$ cat src/rtl/shftreg_piso_seq.sv
// Sequencer feeding a parallel-load/serial-shift register: accepts a word, loads it,
// then paces LENGTH-1 active-low shift strobes at a programmable bit period.
module shftreg_piso_seq #(
    parameter int LENGTH = 6,
    parameter int DIV_W  = 8,
    parameter int GAP    = 1
) (
    input  logic              clk,
    input  logic              rst,
    input  logic              in_valid,
    output logic              in_ready,
    input  logic [LENGTH-1:0] in_data,
    input  logic [DIV_W-1:0]  div,
    input  logic              fill_bit,
    output logic [LENGTH-1:0] sr_p_in,
    output logic              sr_load_n,
    output logic              sr_shift_n,
    output logic              sr_s_in,
    output logic              busy,
    output logic              word_done
);

    localparam int BC_W = $clog2(LENGTH);
    localparam int GC_W = (GAP > 0) ? $clog2(GAP + 1) : 1;
    localparam logic [BC_W-1:0] LAST_BIT = BC_W'(LENGTH - 1);
    localparam logic [GC_W-1:0] GAP_INIT = GC_W'((GAP > 0) ? GAP - 1 : 0);

    typedef enum logic [1:0] {S_IDLE, S_LOAD, S_SHIFT, S_GAP} state_t;

    state_t            state_q, state_d;
    logic [BC_W-1:0]   bit_cnt_q, bit_cnt_d;
    logic [DIV_W-1:0]  div_cnt_q, div_cnt_d;
    logic [GC_W-1:0]   gap_cnt_q, gap_cnt_d;
    logic [DIV_W-1:0]  div_q, div_d;
    logic [LENGTH-1:0] p_in_q, p_in_d;
    logic              s_in_q, s_in_d;
    logic              load_n_q, load_n_d;
    logic              shift_n_q, shift_n_d;
    logic              done_q, done_d;
    logic              busy_q, busy_d;

    always_comb begin
        state_d   = state_q;
        bit_cnt_d = bit_cnt_q;
        div_cnt_d = div_cnt_q;
        gap_cnt_d = gap_cnt_q;
        div_d     = div_q;
        p_in_d    = p_in_q;
        s_in_d    = s_in_q;

        case (state_q)
            S_IDLE: begin
                if (in_valid) begin
                    p_in_d  = in_data;
                    s_in_d  = fill_bit;
                    div_d   = div;
                    state_d = S_LOAD;
                end
            end
            S_LOAD: begin
                bit_cnt_d = '0;
                div_cnt_d = div_q;
                state_d   = S_SHIFT;
            end
            S_SHIFT: begin
                if (div_cnt_q == '0) begin
                    div_cnt_d = div_q;
                    if (bit_cnt_q == LAST_BIT) begin
                        gap_cnt_d = GAP_INIT;
                        state_d   = (GAP > 0) ? S_GAP : S_IDLE;
                    end else begin
                        bit_cnt_d = bit_cnt_q + BC_W'(1);
                    end
                end else begin
                    div_cnt_d = div_cnt_q - DIV_W'(1);
                end
            end
            S_GAP: begin
                if (gap_cnt_q == '0) begin
                    state_d = S_IDLE;
                end else begin
                    gap_cnt_d = gap_cnt_q - GC_W'(1);
                end
            end
            default: state_d = S_IDLE;
        endcase

        // Strobes are registered, so decode them from the state the next cycle will be in.
        load_n_d  = (state_d != S_LOAD);
        shift_n_d = !((state_d == S_SHIFT) && (div_cnt_d == '0) && (bit_cnt_d != LAST_BIT));
        done_d    = (state_d == S_SHIFT) && (div_cnt_d == '0) && (bit_cnt_d == LAST_BIT);
        busy_d    = (state_d != S_IDLE);
    end

    always_ff @(posedge clk or posedge rst) begin
        if (rst) begin
            state_q   <= S_IDLE;
            bit_cnt_q <= '0;
            div_cnt_q <= '0;
            gap_cnt_q <= '0;
            div_q     <= '0;
            p_in_q    <= '0;
            s_in_q    <= 1'b0;
            load_n_q  <= 1'b1;
            shift_n_q <= 1'b1;
            done_q    <= 1'b0;
            busy_q    <= 1'b0;
        end else begin
            state_q   <= state_d;
            bit_cnt_q <= bit_cnt_d;
            div_cnt_q <= div_cnt_d;
            gap_cnt_q <= gap_cnt_d;
            div_q     <= div_d;
            p_in_q    <= p_in_d;
            s_in_q    <= s_in_d;
            load_n_q  <= load_n_d;
            shift_n_q <= shift_n_d;
            done_q    <= done_d;
            busy_q    <= busy_d;
        end
    end

    assign in_ready   = (state_q == S_IDLE);
    assign sr_p_in    = p_in_q;
    assign sr_s_in    = s_in_q;
    assign sr_load_n  = load_n_q;
    assign sr_shift_n = shift_n_q;
    assign word_done  = done_q;
    assign busy       = busy_q;

endmodule

$ cat config.mk
export PLATFORM = sky130hd
export DESIGN_NAME = shftreg_piso_seq
export DESIGN_NICKNAME = d
export VERILOG_FILES = /design/src/rtl/shftreg_piso_seq.sv
export SDC_FILE = /design/constraint.sdc
export NUM_CORES = 1
export LEC_CHECK = 0
export BUFFER_PORTS_ARGS = -buffer_cell sky130_fd_sc_hd__buf_2
export CORE_AREA = 2 2 59 61
export DETAILED_ROUTE_END_ITERATION = 7
export DIE_AREA = 0 0 61 63
export GPL_TIMING_DRIVEN = 0
export PLACE_DENSITY = 0.93
export SETUP_SLACK_MARGIN = 0.15
export SLEW_MARGIN = 30
export SYNTH_ARGS = -nofsm -noshare
export SYNTH_HDL_FRONTEND = slang
export SYNTH_SLANG_ARGS = --single-unit
$ cat constraint.sdc
create_clock -name clk -period 4.8 [get_ports clk]
set_clock_uncertainty 0.15 [all_clocks]
set_input_delay 0.24 -clock clk [delete_from_list [all_inputs] [get_ports clk]]
set_output_delay 0.24 -clock clk [all_outputs]
set_load 0.1 [all_outputs]
==> flow_metrics.tcl <==
set metrics [dict create \
    status "finished, final reports clean" \
    ant_nets 0 \
    cts_sinks 32 \
    die_x_um 61 \
    route.met2.wl_um 2360 \
    cp_max_fo 5 \
    synthMuxAreaShare_pct 10.3 \
    yosysTopAreaCell "dfrtp_1" \
    synthArstFlopShare_pct 100 \
    grt_pass1_wl_um 7900 \
    synth-edff-count 0 \
    ys_seq_area_share_pct 44.0 \
    postRouteWirelength_um 4700 \
    wl_met1_um 1740 \
    synth-compound-area-share_pct 16.8 \
    grt.total_usage_pct 28.4 \
    ctsRootBufferMaster "clkbuf_4" \
    relSlewSlack_pct 48.1 \
    worstPathArrival_ns 3.05 \
    grt_max_degree 33 \
    rsz0062_at_grt "false" \
    layout-drive-gt1-share_pct 27.2 \
    nets 259 \
    worstPathRequired_ns 4.93 \
    synth_ff_type "dfrtp_1" \
    met3_length_um 428 \
    fin_crit_sh_pct 60.9 \
    synth_top_area_share_pct 41.1 \
    cp_cell_sequence "inv_1 > ha_1 > nor3b_1 > nand2_1 > o22ai_1 > o21ai_0 > nor3_1 > and4bb_1" \
    fp.dieArea_mm2 0.00384 \
    grt_pass1_vias 1636 \
    drtIter0Drc 117 \
    seqCellArea_um2 803 \
    critPathKind "register to register" \
    crit_family "simple AND/OR/NAND/NOR gates" \
    synth_fp_nets 207 \
    final_cell_mix "dfrtp_1 (30), buf_2 (29), nand2_1 (18)" \
    io-pin-count 30 \
    holdBufCountCts 16 \
    hold_path.class "primary input to register" \
    drv_cap 0 \
    worst_slew_pin_slew_ns 0.777 \
    ys_ff_latch 32 \
    dr_total_vias 1670 \
    hold_viol 0 \
    coreArea_mm2 0.00323 \
    crit_buf_inv 1 \
    wl_per_cell_um 16.7 \
    cts_buffers 5 \
    avgSynthCellArea_um2 10.0 \
    multiInputGateArea_um2 933 \
    post_drt_via_cell_ratio 5.94 \
    dp_hpwl_um 2820 \
    start_util_pct 56.5 \
    synth-adder-area-share_pct 4.79 \
    worst_skew_pair.late_latency_ns 0.35 \
    h-tree-depth 2 \
    dr.pass1.iters 5 \
    grt_overflow_total 0 \
    drc 0 \
    setup_violations 0 \
    cts_resized 0 \
    synth_top_family_by_area "simple AND/OR/NAND/NOR gates" \
    timing.fmax_mhz 342 \
    synth_xor_area_share_pct 0.959 \
    critPathMaxStageDelay_ns 0.67 \
    cp_slowest_cell "nor3b_1" \
    rows 21 \
    post-cts-setup-buffers 0 \
    yosys_warnings 0 \
    slew_viol_final 0 \
    antenna_found_initial 0 \
    netlist_area_mm2 0.00183 \
    clkTransAtPathRegs_ns 0.10 \
    portBuffers 29 \
    routed.top_layer "met4" \
    fill_cells 230 \
    startpoint_type "register" \
    mostFrequentLayoutCell "dfrtp_1" \
    ys_top_cells_by_area "dfrtp_1 (41%), mux2_2 (9.2%), ha_1 (4.8%)" \
    postSynthCellCount 182 \
    fp.dieH_um 63 \
    cts_buffer_depth 2 \
    num_antenna_cells 0 \
    gp_congestion 0.888 \
    tns_ns 0 \
    cts_tree "yes" \
    end_kind "register" \
    final.min_clock_period_ns 2.92 \
    area_delta_synth_final_pct 22.8 \
    synth-simple-area-share_pct 18.2 \
    synth.distinct_cells 45 \
]
==> synthesized netlist by cell type (2+ instances only) <==
| cell type | number |
|---|---|
| o21a_1 | 4 |
| nand2_1 | 18 |
| nor2_1 | 5 |
| a41oi_1 | 2 |
| and4_1 | 2 |
| a21bo_2 | 2 |
| mux2_2 | 15 |
| inv_1 | 13 |
| mux2i_1 | 2 |
| clkbuf_1 | 7 |
| nor3b_1 | 3 |
| nand4_1 | 3 |
| or2_2 | 3 |
| nor2b_1 | 2 |
| dfstp_2 | 2 |
| nor3_1 | 5 |
| o22ai_1 | 2 |
| nand3_1 | 7 |
| xnor2_1 | 2 |
| nand2b_1 | 3 |
| a31oi_1 | 6 |
| o211ai_1 | 2 |
| dfrtp_1 | 30 |
| a21oi_1 | 2 |
| o21ai_0 | 14 |
| ha_1 | 7 |
==> per-stage QoR <==
stage	utilization, %	area [um2]	setup slack, ns	std cells	hold WS [ns]
2_1_floorplan	-	1830	2.18	182	0.205
3_3_place_gp	62.8	2030	2.03	257	0.320
3_5_place_dp	62.8	2030	2.09	257	0.220
4_1_cts	69.4	2240	2.03	281	0.299
5_1_grt	69.4	2240	1.82	281	0.282
6_report	69.4	2240	1.88	281	0.288
==> cell type report <==
cell class	count	area share, %
well taps	46	2.57
flip-flops and latches	32	35.8
clock buffers	6	1.84
clock inverters	2	0.558
multi-input cells	128	41.6
inverters	13	2.18
plain buffers	9	1.84
repair buffers	45	13.6
==> kinds of logic (layout without fill, tap and decap cells) <==
kind of cell,count (synthesis),count (layout)
AO/OA/AOI/OAI,45,45
XOR/XNOR,2,2
AND/OR/NAND/NOR,57,57
multiplexers,17,17
adder cells (fa/ha/maj),7,7
flip-flops,32,32
buffers and inverters,22,75
==> flip-flops by register name (all words and copies together), names as in the netlist <==
name        count
sr_s_in         1
state_q         2
sr_shift_n      1
word_done       1
sr_load_n       1
bit_cnt_q       3
div_cnt_q       8
div_q           8
sr_p_in         6
busy            1
==> worst register-to-register path, cell delays in order, from the launching register on <==
cell and delay [ns]:
dfrtp_1 0.45, inv_1 0.13, ha_1 0.23, nor3b_1 0.67
nand2_1 0.34, o22ai_1 0.22, o21ai_0 0.12, nor3_1 0.31
and4bb_1 0.24
==> worst paths after layout <==
check	slack, ns	endpoint	depth (start not counted)	start
worst max-delay path	1.88	word_done	8	div_cnt_q[0]
min in group asynchronous	0.38	div_cnt_q[3]	3	rst
worst min register to register	0.37	sr_p_in[5]	1	sr_p_in[5]
worst max register to register	1.88	word_done	8	div_cnt_q[0]
max in group asynchronous	3.69	bit_cnt_q[1]	3	rst
worst min-delay path	0.29	div_q[0]	3	in_valid
==> layer usage <==
metal	GRT usage, %	up-vias
li1	-	767
met1	35.7	777
met2	41.3	105
met3	9.52	21
met4	17.4	0
met5	0	-
Power is not shown: default switching activity piles up to over one toggle a cycle in this logic, so the estimate is an artifact.
